===== src/rtl/xs_sdr_rom_arbiter.sv =====
// xs_sdr_rom_arbiter: round-robin arbiter of OBJ/BG1/BG2 ROM reads onto one SDRAM controller read port
// Ports: CLK, RSTn (asynchronous, active-low)
//        sdr_{obj,bg1,bg2}_addr/_req : client fetch requests (level req, address held stable)
//        sdr_{obj,bg1,bg2}_rdy/_dout : one-cycle data-valid pulse and held read data per client
//        mem_addr/mem_req            : registered controller request, held until mem_ack
//        mem_ack/mem_dvalid/mem_dout : controller accept pulse, data-valid pulse, read data
// Optional feature macro XS_SDR_HIT_CACHE_EN: one-entry address tag per client, repeat reads answered locally.
module xs_sdr_rom_arbiter #(
    parameter int AW = 25,
    parameter int DW = 16
) (
    input  logic          CLK,
    input  logic          RSTn,
    input  logic [AW-1:0] sdr_obj_addr,
    input  logic          sdr_obj_req,
    output logic          sdr_obj_rdy,
    output logic [DW-1:0] sdr_obj_dout,
    input  logic [AW-1:0] sdr_bg1_addr,
    input  logic          sdr_bg1_req,
    output logic          sdr_bg1_rdy,
    output logic [DW-1:0] sdr_bg1_dout,
    input  logic [AW-1:0] sdr_bg2_addr,
    input  logic          sdr_bg2_req,
    output logic          sdr_bg2_rdy,
    output logic [DW-1:0] sdr_bg2_dout,
    output logic [AW-1:0] mem_addr,
    output logic          mem_req,
    input  logic          mem_ack,
    input  logic          mem_dvalid,
    input  logic [DW-1:0] mem_dout
);
    typedef enum logic [1:0] {IDLE, ISSUE, WAIT, RESP} state_t;
    state_t state, state_nxt;
    logic [AW-1:0] addr [3];
    logic [DW-1:0] dout [3];
    logic [2:0] req, rdy, hit, pend;
    logic [1:0] ptr, grant, pick, c0, c1;
    logic issue, cap, done;
    assign addr = '{sdr_obj_addr, sdr_bg1_addr, sdr_bg2_addr};
    assign req = {sdr_bg2_req, sdr_bg1_req, sdr_obj_req};
    assign {sdr_bg2_rdy, sdr_bg1_rdy, sdr_obj_rdy} = rdy;
    assign sdr_obj_dout = dout[0];
    assign sdr_bg1_dout = dout[1];
    assign sdr_bg2_dout = dout[2];
    // A client's req is ignored in its own rdy cycle; tag hits never compete for the controller.
    assign pend = req & ~rdy & ~hit;
    // Search order starts just after the last-served client (ptr) and wraps back to it.
    assign c0 = (ptr == 2'd2) ? 2'd0 : ptr + 2'd1;
    assign c1 = (c0 == 2'd2) ? 2'd0 : c0 + 2'd1;
    assign pick = pend[c0] ? c0 : pend[c1] ? c1 : ptr;
    always_ff @(posedge CLK or negedge RSTn) begin
        if (!RSTn) state <= IDLE;
        else       state <= state_nxt;
    end
    always_comb begin
        state_nxt = state;
        case (state)
            IDLE:    state_nxt = |pend ? ISSUE : IDLE;
            ISSUE:   state_nxt = !mem_ack ? ISSUE : mem_dvalid ? RESP : WAIT;
            WAIT:    state_nxt = mem_dvalid ? RESP : WAIT;
            default: state_nxt = IDLE;
        endcase
    end
    always_comb begin
        issue = state == IDLE && |pend;
        cap   = (state == ISSUE && mem_ack && mem_dvalid) || (state == WAIT && mem_dvalid);
        done  = state == RESP;
    end
    always_ff @(posedge CLK or negedge RSTn) begin
        if (!RSTn) begin
            mem_req  <= 1'b0;
            mem_addr <= '0;
            grant    <= 2'd0;
            ptr      <= 2'd2;
            rdy      <= '0;
            dout     <= '{default: '0};
        end else begin
            rdy <= hit | (cap ? 3'b001 << grant : 3'b000);
            if (cap) dout[grant] <= mem_dout;
            if (issue) begin
                mem_req  <= 1'b1;
                mem_addr <= addr[pick];
                grant    <= pick;
            end else if (state == ISSUE && mem_ack) begin
                mem_req <= 1'b0;
            end
            if (done) ptr <= grant;
        end
    end
`ifdef XS_SDR_HIT_CACHE_EN
    logic [AW-1:0] last_addr [3];
    logic [2:0] valid;
    // The granted client is excluded while its own miss is in flight; its dout is about to change.
    for (genvar g = 0; g < 3; g++) begin : g_hit
        assign hit[g] = req[g] && !rdy[g] && valid[g] && addr[g] == last_addr[g] &&
                        !(state != IDLE && grant == 2'(g));
    end
    always_ff @(posedge CLK or negedge RSTn) begin
        if (!RSTn) begin
            valid     <= '0;
            last_addr <= '{default: '0};
        end else if (cap) begin
            valid[grant]     <= 1'b1;
            last_addr[grant] <= mem_addr;
        end
    end
`else
    assign hit = '0;
`endif
endmodule


===== config.mk =====
export PLATFORM = sky130hd
export DESIGN_NAME = xs_sdr_rom_arbiter
export DESIGN_NICKNAME = d
export VERILOG_FILES = /design/src/rtl/xs_sdr_rom_arbiter.sv
export SDC_FILE = /design/constraint.sdc
export NUM_CORES = 1
export LEC_CHECK = 0
export ABC_AREA = 0
export CELL_PAD_IN_SITES_DETAIL_PLACEMENT = 0
export CELL_PAD_IN_SITES_GLOBAL_PLACEMENT = 1
export CORE_MARGIN = 2
export CORE_UTILIZATION = 31
export DETAILED_ROUTE_END_ITERATION = 10
export GPL_TIMING_DRIVEN = 0
export PLACE_DENSITY_LB_ADDON = 0.05
export SKIP_LAST_GASP = 1
export SLEW_MARGIN = 5
export SYNTH_ARGS = -nofsm -noshare
export SYNTH_HDL_FRONTEND = slang
export SYNTH_SLANG_ARGS = --single-unit

===== constraint.sdc =====
create_clock -name CLK -period 2.3 [get_ports CLK]
set_input_delay 0.345 -clock CLK [delete_from_list [all_inputs] [get_ports CLK]]
set_output_delay 0.345 -clock CLK [all_outputs]
set_load 0.03 [all_outputs]

# Yosys cells after proc, flatten, opt, wreduce, memory -nomap -nowiden

Cells that the tools add are included.

Shifts and indexed selects: 1
Multipliers: 0
Equal/unequal tests: 5
Reduce and logical (&&, ||, !) cells: 9
Div/mod/pow operators: 0
$lt $le $gt $ge: 5
Muxes and demuxes: 21
Add/subtract/negate cells: 2
Bitwise gates (word level): 4

Operator list:

| cell                  | count |
|---|---|
| $bmux W25 S2          | 1 |
| $mux W25              | 2 |
| $bwmux W48            | 1 |
| $demux W16 S2         | 1 |
| $mux W16              | 1 |
| $mux W2               | 5 |
| $eq A2 B2 Y1 const B  | 4 |
| $ge A3 B3 Y1 const B  | 2 |
| $lt A2 B3 Y1 const B  | 2 |
| $mux W1               | 6 |
| $not A2 Y3            | 2 |
| $pmux W2 S3           | 1 |
| $logic_and A1 B1 Y1   | 5 |
| $add A2 B1 Y2 const B | 2 |
| $bmux W1 S2           | 2 |
| $and A3 B3 Y3         | 1 |
| $lt A3 B1 Y1 const B  | 1 |
| $mux W3               | 1 |
| $not A3 Y3            | 1 |
| $reduce_or A3 Y1      | 1 |
| $shl A1 B2 Y3 const A | 1 |
| $eq A2 B1 Y1 const B  | 1 |
| $logic_not A2 Y1      | 1 |
| $reduce_bool A2 Y1    | 1 |
| $logic_or A1 B1 Y1    | 1 |

Memory bits (writable): 0
Input port bits: 98
Output and inout port bits: 77
Logic and storage cells: 56
Latch bits: 0
Memories: 0
ROM bits: 0
Flip-flop bits (word level): 83

# Logic depth before layout (Yosys ltp)

Gate-level depths: netlist of the first run.

Word-level depth: 12
Gate-level depth with buffers: 6
Mapped depth without buffers: 5

# Worst setup path before layout of the first run

No wires, ideal clock.

Kind: register to register
Start: register state[1]
End: register dout, in the netlist sdr_obj_dout[10]
Clock period less this slack: 1.695 ns
Cell stages (with the launch flop): 7
Data required time: 2.175 ns
Setup time: 0.125 ns
Arrival time: 1.570 ns
Path buffers: 1
Setup slack: 0.605 ns
Path through: dfrtp_1 -> nand3b_1 -> o21ai_2 -> nand2_2 -> nor3_4 -> buf_6 -> mux2_2

Word-level cells in the longest chain between the ends: 4
Elaborated cells between the ends (all ways): 6
Those cells by class: 2 x eq/ne; 4 x reduce/logical

RTL lines:

| item                              | RTL line | RTL |
|---|---|---|
| from (decl)                       | 33       | `state_t state, state_nxt;` |
| from (signal assigned)            | 53       | `else state <= state_nxt;` |
| $eq A2 B1 Y1                      | 66       | `cap = (state == ISSUE && mem_ack && mem_dvalid) \|\| (state == WAIT && mem_dvalid);` |
| $logic_and A1 B1 Y1 (2 in series) | 66       |  |
| $logic_or A1 B1 Y1 *              | 66       |  |
| to (signal, indexed assignment)   | 79       | `if (cap) dout[grant] <= mem_dout;` |
| to (decl)                         | 35       | `logic [DW-1:0] dout [3];` |

Every way passes the cells marked *; elsewhere a longest branch is shown, timed or not.
A chain may end at the register's enable or synchronous reset.

# Worst setup path after layout of the first run

Start: input sdr_bg2_req
End: register mem_addr[6]

Word-level cells in the longest chain between the ends: 9
Elaborated cells between the ends (all ways): 13
Those cells by class: 9 x mux; 2 x bitwise; 2 x reduce/logical

RTL lines:

| item                                         | RTL line | RTL |
|---|---|---|
| from (decl)                                  | 23       | `input logic sdr_bg2_req,` |
| $and A3 B3 Y3 *                              | 46       | `assign pend = req & ~rdy & ~hit;` |
| $bmux W1 S2                                  | 50       | `assign pick = pend[c0] ? c0 : pend[c1] ? c1 : ptr;` |
| $mux W1 (not written as such)                | 50       |  |
| $mux W2 (2 in series)                        | 50       |  |
| $not A2 Y3 (not written as such)             | 82       | `mem_addr <= addr[pick];` |
| $bmux W25 S2                                 | 82       |  |
| $mux W25 (not written as such) (2 in series) | 82       |  |
| to (signal assigned)                         | 82       |  |
| to (decl)                                    | 26       | `output logic [AW-1:0] mem_addr,` |

Every way passes the cells marked *; elsewhere a longest branch is shown, timed or not. The select of a mux whose other input is x is not followed.

==> metrics.txt, run 1 <==
status completed; Fin. Hold Viols 0; total overflow reported by the global router 0; post-place setup slack -0.115 ns; H-tree depth 3; post-route ant nets 0; Netlist Area Pre-Place 3530 sq um; FF-to-FF Start state[1]$_DFF_PN0_; Synth Net Count 365; Post-synth EDFFs 0; vias in the first global route 3187; Design Area, Final 5840 sq um; die area 12300 sq um; Core ar. 11000 sq um; Clock transition at path regs 0.06 ns; CTS Sinks 83; RR Endpoint sdr_obj_dout[9]$_DFFE_PN0P_; R2R setup slack 0.28 ns; Yosys reg bits 83; warnings from Yosys 0; Worst-Margin Slew 0.530 ns; postcts setup bufs 0; f_max 486 MHz; max cap viols 0; Synth Flop Type dfrtp_1; Antenna diodes 0; worst-path maximum fanout 10; slowest stage delay, CP 0.47 ns; final worst path period share 89.6%; CP endpoint mem_addr[6]$_DFFE_PN0P_; FP Rows 38; worst reg-to-reg path cell count 6; DRT Pass-1 Iters 4; fin crit period 2.06 ns; buffer depth of the longest clock path 2; clock latency on the worst-skew pair 0.33 ns; gpl congestion 0.775; WL final 11000 microns; Final Total Pwr 8.69 mW; Clock Skew 0.00553 ns; port bufs 174; placed cell area 5480 sq um; Die X 111 microns; final setup violating endpoints 0; DR WL/cell 18.4 microns; Hold Slack 0.501 ns; post-synthesis sequential area ratio 58.8%; I/O pin cnt 175; RSZ-0062 raised after global routing no; die boundary height 111 microns; WP data required 2.54 ns; Initial Utilization 32.2%; Clock Root Buffer clkbuf_16; Max VDD drop 0.000704 V; Worst Setup End Kind flop; Num CTS Buffers 9; synthesis-to-layout area growth 65.2%; CP max stage cell clkdlybuf4s50_1; GRT Resource Usage Total 18.5%; HP Class reg2reg; Mapped Cells 267; Critical Path Start Type input pin; P per Cell Area 1490 nW/um^2; fin. max-slew vios 0; Async SR Flop Fraction 100%; NumNets Final 552; beginning of the critical path sdr_bg2_req; post-synth top area cell dfrtp_1; Leakage 2.43 nW; drt via density 4.97; setup slack after layout 0.240 ns; Slew headroom 64.5%; area share of the largest cell type after synthesis 58.1%; largest net degree at the start of global routing 49; top post-synthesis cells by area dfrtp_1 58%, mux2_2 15%, a22oi_1 5.5%; crit-path cells clkdlybuf4s50_1, nor2b_1, o2111a_1, clkbuf_1, a22oi_1, o21ai_0; detailed-route via count 2978; post-DP HPWL 8090 microns; Iter 0 DRT Violations 187; global-route wire length before repair 17900 microns; Avg Cell Area, Syn 13.2 sq um; Post-route DRC 0; initial antenna violation count 0; synth unique cells 33; worst setup path class in2reg; share of post-route cells with drive strength above 1 16.6%; CTS tree built; worst path arrival time 2.30 ns
## synthesized netlist by cell type (3+ instances only)
| cell type | instances |
|---|---|
| a22oi_1 | 26 |
| nand2_1 | 6 |
| a32oi_1 | 12 |
| dfrtp_1 | 82 |
| o21ai_0 | 32 |
| mux2i_1 | 13 |
| nand2b_1 | 3 |
| inv_1 | 3 |
| mux2_2 | 47 |
| clkbuf_1 | 9 |
| nor2_1 | 4 |
| nor2b_1 | 4 |
## worst min path at each step
stage | start | endpoint | slack (ns) | cells past startpoint
after detailed placement | RSTn | state[0]$_DFF_PN0_ | 0.34 | 1
after global placement | sdr_bg2_dout[13]$_DFFE_PN0P_ | sdr_bg2_dout[13]$_DFFE_PN0P_ | 0.47 | 1
after global routing | sdr_bg2_dout[13]$_DFFE_PN0P_ | sdr_bg2_dout[13]$_DFFE_PN0P_ | 0.52 | 1
final | mem_addr[14]$_DFFE_PN0P_ | mem_addr[14]$_DFFE_PN0P_ | 0.50 | 2
after CTS | sdr_bg1_dout[1]$_DFFE_PN0P_ | sdr_bg1_dout[1]$_DFFE_PN0P_ | 0.51 | 1
after floorplan | RSTn | grant[0]$_DFFE_PN0P_ | 0.05 | 0
## stage by stage
| step | setup TNS [ns] | instances | util, % |
|---|---|---|---|
| floorplan | 0 | 267 | - |
| global placement | -189.19 | 581 | 49.6 |
| detailed placement | -2.24 | 582 | 49.9 |
| CTS | 0 | 599 | 53.1 |
| global route | 0 | 599 | 53.1 |
| finish | 0 | 599 | 53.1 |
## per-layer routing
| metal | vias up | GRT usage [%] | routed length [microns] |
|---|---|---|---|
| met2 | 116 | 30.7 | 5320 |
| met5 | - | 0 | 0 |
| met4 | 0 | 4.50 | 88 |
| li1 | 1387 | - | - |
| met1 | 1469 | 22.8 | 4680 |
| met3 | 6 | 7.27 | 917 |
## report_power, final
part | switching, mW | total (mW) | internal (mW)
clock network | 0.594 | 1.69 | 1.09
logic | 2.46 | 4.43 | 1.97
registers | 0.408 | 2.57 | 2.16
## kinds of logic after synthesis
logic type | Yosys count | synth area share, %
DFF | 83 | 58.8
AOI/OAI and AO/OA | 79 | 14.9
muxes | 62 | 19.3
and+or+nand+nor | 26 | 4.57
buffers and inverters | 17 | 2.37
## repair_timing
item,in CTS,in global routing
hold buffers,1,0
resized for setup,0,0
hold endpoints to repair,35,0
## final cells by class
| class | count | area [sq um] |
|---|---|---|
| inverters | 4 | 15.0 |
| clock inverters | 6 | 111 |
| clock buffers | 10 | 239 |
| plain buffers | 13 | 68.8 |
| multi-input cells | 167 | 1370 |
| fillers | 1031 | 5150 |
| flip-flops and latches | 83 | 2080 |
| well taps | 140 | 175 |
| repair buffers | 176 | 1780 |
## flip-flops by register name, summed over array words and instances, names as in the netlist
signal        flops
grant             2
mem_addr         25
mem_req           1
ptr               2
rdy               3
sdr_bg1_dout     16
sdr_bg2_dout     16
sdr_obj_dout     16
state             2
## cell usage in the layout (no fill, tap or decap), types with 2 or more instances in the layout
cell / Yosys / layout
clkbuf_1: 9 / 9
buf_4: 1 / 2
nand3_1: 2 / 2
a22oi_1: 26 / 26
nor2_1: 4 / 4
a32oi_1: 12 / 12
bufinv_16: 0 / 3
nand2b_1: 3 / 3
buf_6: 2 / 2
nand2_1: 6 / 6
clkdlybuf4s50_1: 0 / 173
mux2_1: 2 / 2
a21oi_1: 2 / 2
mux2_2: 47 / 47
nor2b_1: 4 / 4
mux2i_1: 13 / 13
clkbuf_16: 0 / 9
inv_1: 3 / 3
nor3_4: 2 / 2
o21ai_0: 32 / 32
dfrtp_1: 82 / 82
## critical path, delay by kind of cell
family                 cells  cell delay [ns]
AO/OA/AOI/OAI              3             0.72
buffers and inverters      2             0.93
AND/OR/NAND/NOR            1             0.30
No activity file was read; power rests on OpenSTA's default activity.
==> run 2: changes to the inputs <==
--- a/config.mk
+++ b/config.mk
@@ -13,6 +13,7 @@
 export DETAILED_ROUTE_END_ITERATION = 10
 export GPL_TIMING_DRIVEN = 0
 export PLACE_DENSITY_LB_ADDON = 0.05
+export RECOVER_POWER = 50
 export SKIP_LAST_GASP = 1
 export SLEW_MARGIN = 5
 export SYNTH_ARGS = -nofsm -noshare
==> run 2 against run 1 <==
Fmax rose by 0.59%. Sequential power barely moved. Global-route usage unchanged. Clock skew about the same. Cell area down 0.15%. Critical endpoint is now sdr_bg1_dout[8]$_DFFE_PN0P_. Highest routed layer unchanged.
==> metrics.txt, run 2 (synthesis gave the netlist of run 1 again) <==
port bufs 174; detailed-route via count 2969; global-route wire length before repair 17900 microns; switching power 3.45 mW; clock latency on the worst-skew pair 0.33 ns; final worst path period share 89.0%; Critical Path Start Type flop; RSZ-0062 raised after global routing no; GRT Resource Usage Total 18.5%; register with the most flip-flops mem_addr; NumNets Final 552; die boundary height 111 microns; die area 12300 sq um; Slew headroom 35.7%; Net Sw Frac 40.1%; fillers 1033; Comb power frac 50.6%; Max VDD drop 0.000698 V; post-route ant nets 0; Hold Slack 0.494 ns; hold buffers post-CTS 1; DR WL/cell 18.4 microns; status completed; Design Area, Final 5830 sq um; synthesis-to-layout area growth 64.9%; DRT Pass-1 Iters 4; HP Class reg2reg; register share of total power 29.7%; Die X 111 microns; Fin. Hold Viols 0; commonest non-fill, non-tap cell in the layout clkdlybuf4s50_1; fin. max-slew vios 0; gpl congestion 0.775; hold path cells 2; worst reg-to-reg path cell count 5; initial antenna violation count 0; Leakage 2.45 nW; Clock transition at path regs 0.06 ns; largest net degree at the start of global routing 49; Post-CTS Resized 0; worst path arrival time 2.27 ns; Worst Setup End Kind flop; H-tree depth 3; CTS tree built; most frequent cells in the layout 150 x clkdlybuf4s50_1, 82 x dfrtp_1, 47 x mux2_2, 32 x o21ai_0, 26 x a22oi_1; Antenna diodes 0; Clock Skew 0.00514 ns; worst setup path class reg2reg; Num CTS Buffers 9; placed cell area 5480 sq um; WP data required 2.52 ns; Iter 0 DRT Violations 162; CTS Sinks 83; Clock Root Buffer clkbuf_16; clock power share 19.6%; P per Cell Area 1480 nW/um^2; area of the multi-input gates 1370 sq um; post-DP HPWL 8090 microns; Core ar. 11000 sq um; Initial Utilization 32.2%; FP Rows 38; Setup TNS 0 ns; WL final 11000 microns; final setup violating endpoints 0; vias in the first global route 3187; total overflow reported by the global router 0; worst-path maximum fanout 10; share of post-route cells with drive strength above 1 16.3%; Worst-Margin Slew 0.964 ns; Cell Int Power 5.15 mW; Largest register FFs 25; buffer depth of the longest clock path 2; f_max 488 MHz; max cap viols 0; final core utilization 53.1%; postcts setup bufs 0; I/O pin cnt 175; fin crit period 2.05 ns; FF/Latch Area 2080 sq um; Post-route DRC 0; drt via density 4.96
## run 2: power by group through the flow
stage	Combinational (mW)	Sequential (mW)	Clock, mW
5_1_grt	4.66	2.66	1.80
6_report	4.36	2.56	1.69
3_5_place_dp	4.48	2.59	0
2_1_floorplan	1.30	3.81	0
3_3_place_gp	4.44	2.56	0
4_1_cts	4.50	2.57	1.73
## run 2: layout make-up
type / instances / share of cell area (%)
sequential: 83 / 35.7
timing repair buffer: 176 / 30.4
multi-input combinational: 167 / 23.4
clock buffer: 10 / 4.10
tap: 140 / 3.01
clock inverter: 6 / 1.91
buffer: 13 / 1.18
inverter: 4 / 0.258
## run 2: worst max-delay path: stages, from the launching register on
cell and delay, ns:
dfrtp_1 0.43, nand3b_1 0.20, o21ai_2 0.11, nand4_1 0.49
buf_2 0.40, mux2_2 0.30
## run 2: final timing paths
check / startpoint / endpoint / slack (ns)
max in group asynchronous: RSTn / ptr[1]$_DFFE_PN1N_ / 0.81
min in group asynchronous: RSTn / state[0]$_DFF_PN0_ / 0.70
min: mem_addr[14]$_DFFE_PN0P_ / mem_addr[14]$_DFFE_PN0P_ / 0.49
max: state[1]$_DFF_PN0_ / sdr_bg1_dout[8]$_DFFE_PN0P_ / 0.25
min reg2reg: mem_addr[14]$_DFFE_PN0P_ / mem_addr[14]$_DFFE_PN0P_ / 0.49
max reg2reg: state[1]$_DFF_PN0_ / sdr_bg1_dout[8]$_DFFE_PN0P_ / 0.25
## run 2: per-stage QoR
stage / setup slack (ns) / total power [mW] / std cells
final: 0.252 / 8.60 / 599
after detailed placement: -0.115 / 7.06 / 582
after CTS: 0.232 / 8.80 / 599
after global placement: -2.28 / 7.00 / 581
after floorplan: 0.605 / 5.11 / 267
after global routing: 0.0853 / 9.12 / 599
## run 2: routing by layer
layer | track usage, % | routed length [microns] | vias to the layer above
met5 | 0 | 0 | -
met3 | 7.27 | 915 | 8
li1 | - | - | 1388
met1 | 22.8 | 4680 | 1456
met4 | 4.50 | 99 | 0
met2 | 30.7 | 5310 | 117
==> run 3: changes to the inputs <==
--- a/config.mk
+++ b/config.mk
@@ -9,7 +9,7 @@
 export CELL_PAD_IN_SITES_DETAIL_PLACEMENT = 0
 export CELL_PAD_IN_SITES_GLOBAL_PLACEMENT = 1
 export CORE_MARGIN = 2
-export CORE_UTILIZATION = 31
+export CORE_UTILIZATION = 33
 export DETAILED_ROUTE_END_ITERATION = 10
 export GPL_TIMING_DRIVEN = 0
 export PLACE_DENSITY_LB_ADDON = 0.05
==> constraint.sdc (replaced) <==
create_clock -name CLK -period 2.5 [get_ports CLK]
set_input_delay 0.375 -clock CLK [delete_from_list [all_inputs] [get_ports CLK]]
set_output_delay 0.375 -clock CLK [all_outputs]
set_load 0.03 [all_outputs]
==> run 3 against run 2 <==
The run now ends with max-capacitance violations, max-slew violations left. Register-to-register slack better by 0.09 ns. First-iteration DRC count fell by 12%. Sequential power shrank 9.0%. Final cell count shrank 0.67%. Critical endpoint is now mem_addr[20]$_DFFE_PN0P_. Largest cell class unchanged.
==> metrics.txt, run 3 (synthesis gave the netlist of run 1 again) <==
Antenna diodes 0; synthesis-to-layout area growth 59.9%; RR Endpoint sdr_bg2_dout[7]$_DFFE_PN0P_; detailed-route via count 2908; die area 11600 sq um; Post-CTS Resized 0; P per Cell Area 1290 nW/um^2; worst reg-to-reg path cell count 6; fin. max-slew vios 26; switching power 3.07 mW; Final Total Pwr 7.28 mW; status complete, but fails checks; I/O pin cnt 175; die boundary height 107 microns; max cap viols 1; share of post-route cells with drive strength above 1 15.7%; f_max 461 MHz; fin crit period 2.17 ns; slowest stage delay, CP 0.54 ns; HP Class reg2reg; source of the worst hold timing path sdr_obj_dout[13]$_DFFE_PN0P_; Num CTS Buffers 9; Initial Utilization 34.1%; NumNets Final 552; FF-to-FF Start state[1]$_DFF_PN0_; vias in the first global route 3052; R2R setup slack 0.34 ns; failing checks max-capacitance violations, max-slew violations; CP bufs+invs 2; final core utilization 54.5%; Largest register FFs 25; global-route wire length before repair 15900 microns; Post-route DRC 0; WP data required 2.76 ns; worst-path maximum fanout 10; fillers 921; Worst Setup End Kind flop; FP Rows 37; Clock Root Buffer clkbuf_8; Worst-Margin Slew 1.57 ns; Fin. Hold Viols 0; buffer depth of the longest clock path 2; CP max stage cell dlygate4sd3_1; post-route ant nets 0; final setup violating endpoints 0; Core ar. 10400 sq um; Leakage 2.37 nW; largest net degree at the start of global routing 59; DRT Pass-1 Iters 4; area of the multi-input gates 1350 sq um; FF/Latch Area 2080 sq um; Slew headroom -4.85%; Critical Path Start Type input pin; beginning of the critical path sdr_bg2_req; WL final 10400 microns; CTS Sinks 83; Crit path max-delay family buffers and inverters; initial antenna violation count 0; most frequent cells in the layout 152 x clkdlybuf4s50_1, 82 x dfrtp_1, 47 x mux2_2, 32 x o21ai_0, 26 x a22oi_1; Clock Skew 0.00921 ns; worst path arrival time 2.43 ns; register with the most flip-flops mem_addr; gpl congestion 0.779; port bufs 174; CP endpoint mem_addr[20]$_DFFE_PN0P_; post-DP HPWL 7660 microns; Cell Int Power 4.22 mW; total overflow reported by the global router 0; clock latency on the worst-skew pair 0.34 ns; final worst path period share 86.7%; clock power share 13.2%; commonest non-fill, non-tap cell in the layout clkdlybuf4s50_1; Iter 0 DRT Violations 142; DR WL/cell 17.4 microns; postcts setup bufs 0; Die X 107 microns; CTS tree built; Clock transition at path regs 0.08 ns; hold buffers post-CTS 1; crit-path cells dlygate4sd3_1, nor2b_1, o2111a_1, clkbuf_1, a22oi_1, o21ai_0; Net Sw Frac 42.1%; register share of total power 32.1%; drt via density 4.89; H-tree depth 3; GRT Resource Usage Total 18.1%; worst setup path class in2reg; RSZ-0062 raised after global routing no; instance count on the critical path 6; Comb power frac 54.7%; Max VDD drop 0.000653 V
## run 3: per-layer routing
| layer | part of all wire (%) | routed length, microns | vias up | GRT usage [%] |
|---|---|---|---|---|
| met5 | 0 | 0 | - | 0 |
| met4 | 1.0 | 104 | 0 | 6.04 |
| met3 | 8.7 | 901 | 8 | 5.93 |
| met2 | 49 | 5090 | 102 | 30.3 |
| met1 | 41 | 4260 | 1411 | 21.9 |
| li1 | - | - | 1387 | - |
## run 3: power by group through the flow
stage | Clock (mW) | Combinational [mW] | Sequential (mW)
2_1_floorplan | 0 | 1.19 | 3.51
3_3_place_gp | 0 | 4.08 | 2.35
3_5_place_dp | 0 | 4.10 | 2.38
4_1_cts | 1.00 | 4.11 | 2.36
5_1_grt | 1.05 | 4.26 | 2.43
6_report | 0.963 | 3.99 | 2.33
## run 3: worst register-to-register path: stages, from the launching register on
cell,delay [ns]
dfrtp_1,0.44
nand3b_1,0.19
o21ai_2,0.11
nand2_2,0.10
nor3_2,0.59
buf_6,0.26
mux2_2,0.35
## run 3: per-stage QoR
| stage | hold slack (ns) | setup slack [ns] | instance area (sq um) | cells | TNS (ns) |
|---|---|---|---|---|---|
| 6_report | 0.488 | 0.333 | 5650 | 595 | 0 |
| 3_5_place_dp | 0.324 | 0.0479 | 5470 | 578 | 0 |
| 2_1_floorplan | 0.0794 | 0.805 | 3530 | 267 | 0 |
| 5_1_grt | 0.515 | 0.175 | 5650 | 595 | 0 |
| 3_3_place_gp | 0.469 | -2.12 | 5450 | 577 | -174.48 |
| 4_1_cts | 0.480 | 0.412 | 5670 | 595 | 0 |
## run 3: layout make-up
cell class / instances / share of cell area (%)
sequential: 83 / 36.8
timing repair buffer: 176 / 31.4
multi-input combinational: 167 / 23.9
tap: 136 / 3.01
clock buffer: 11 / 2.50
buffer: 13 / 1.20
clock inverter: 5 / 0.930
inverter: 4 / 0.266
## run 3: how the worst min path moves through the flow
stage                                   endpoint  slack [ns]  cells after the start
global placement    sdr_obj_dout[13]$_DFFE_PN0P_        0.47                      1
CTS                     mem_addr[16]$_DFFE_PN0P_        0.48                      2
finish              sdr_obj_dout[13]$_DFFE_PN0P_        0.49                      1
detailed placement      mem_addr[15]$_DFFE_PN0P_        0.32                      1
global route         sdr_bg1_dout[2]$_DFFE_PN0P_        0.52                      1
floorplan                   grant[0]$_DFFE_PN0P_        0.08                      0
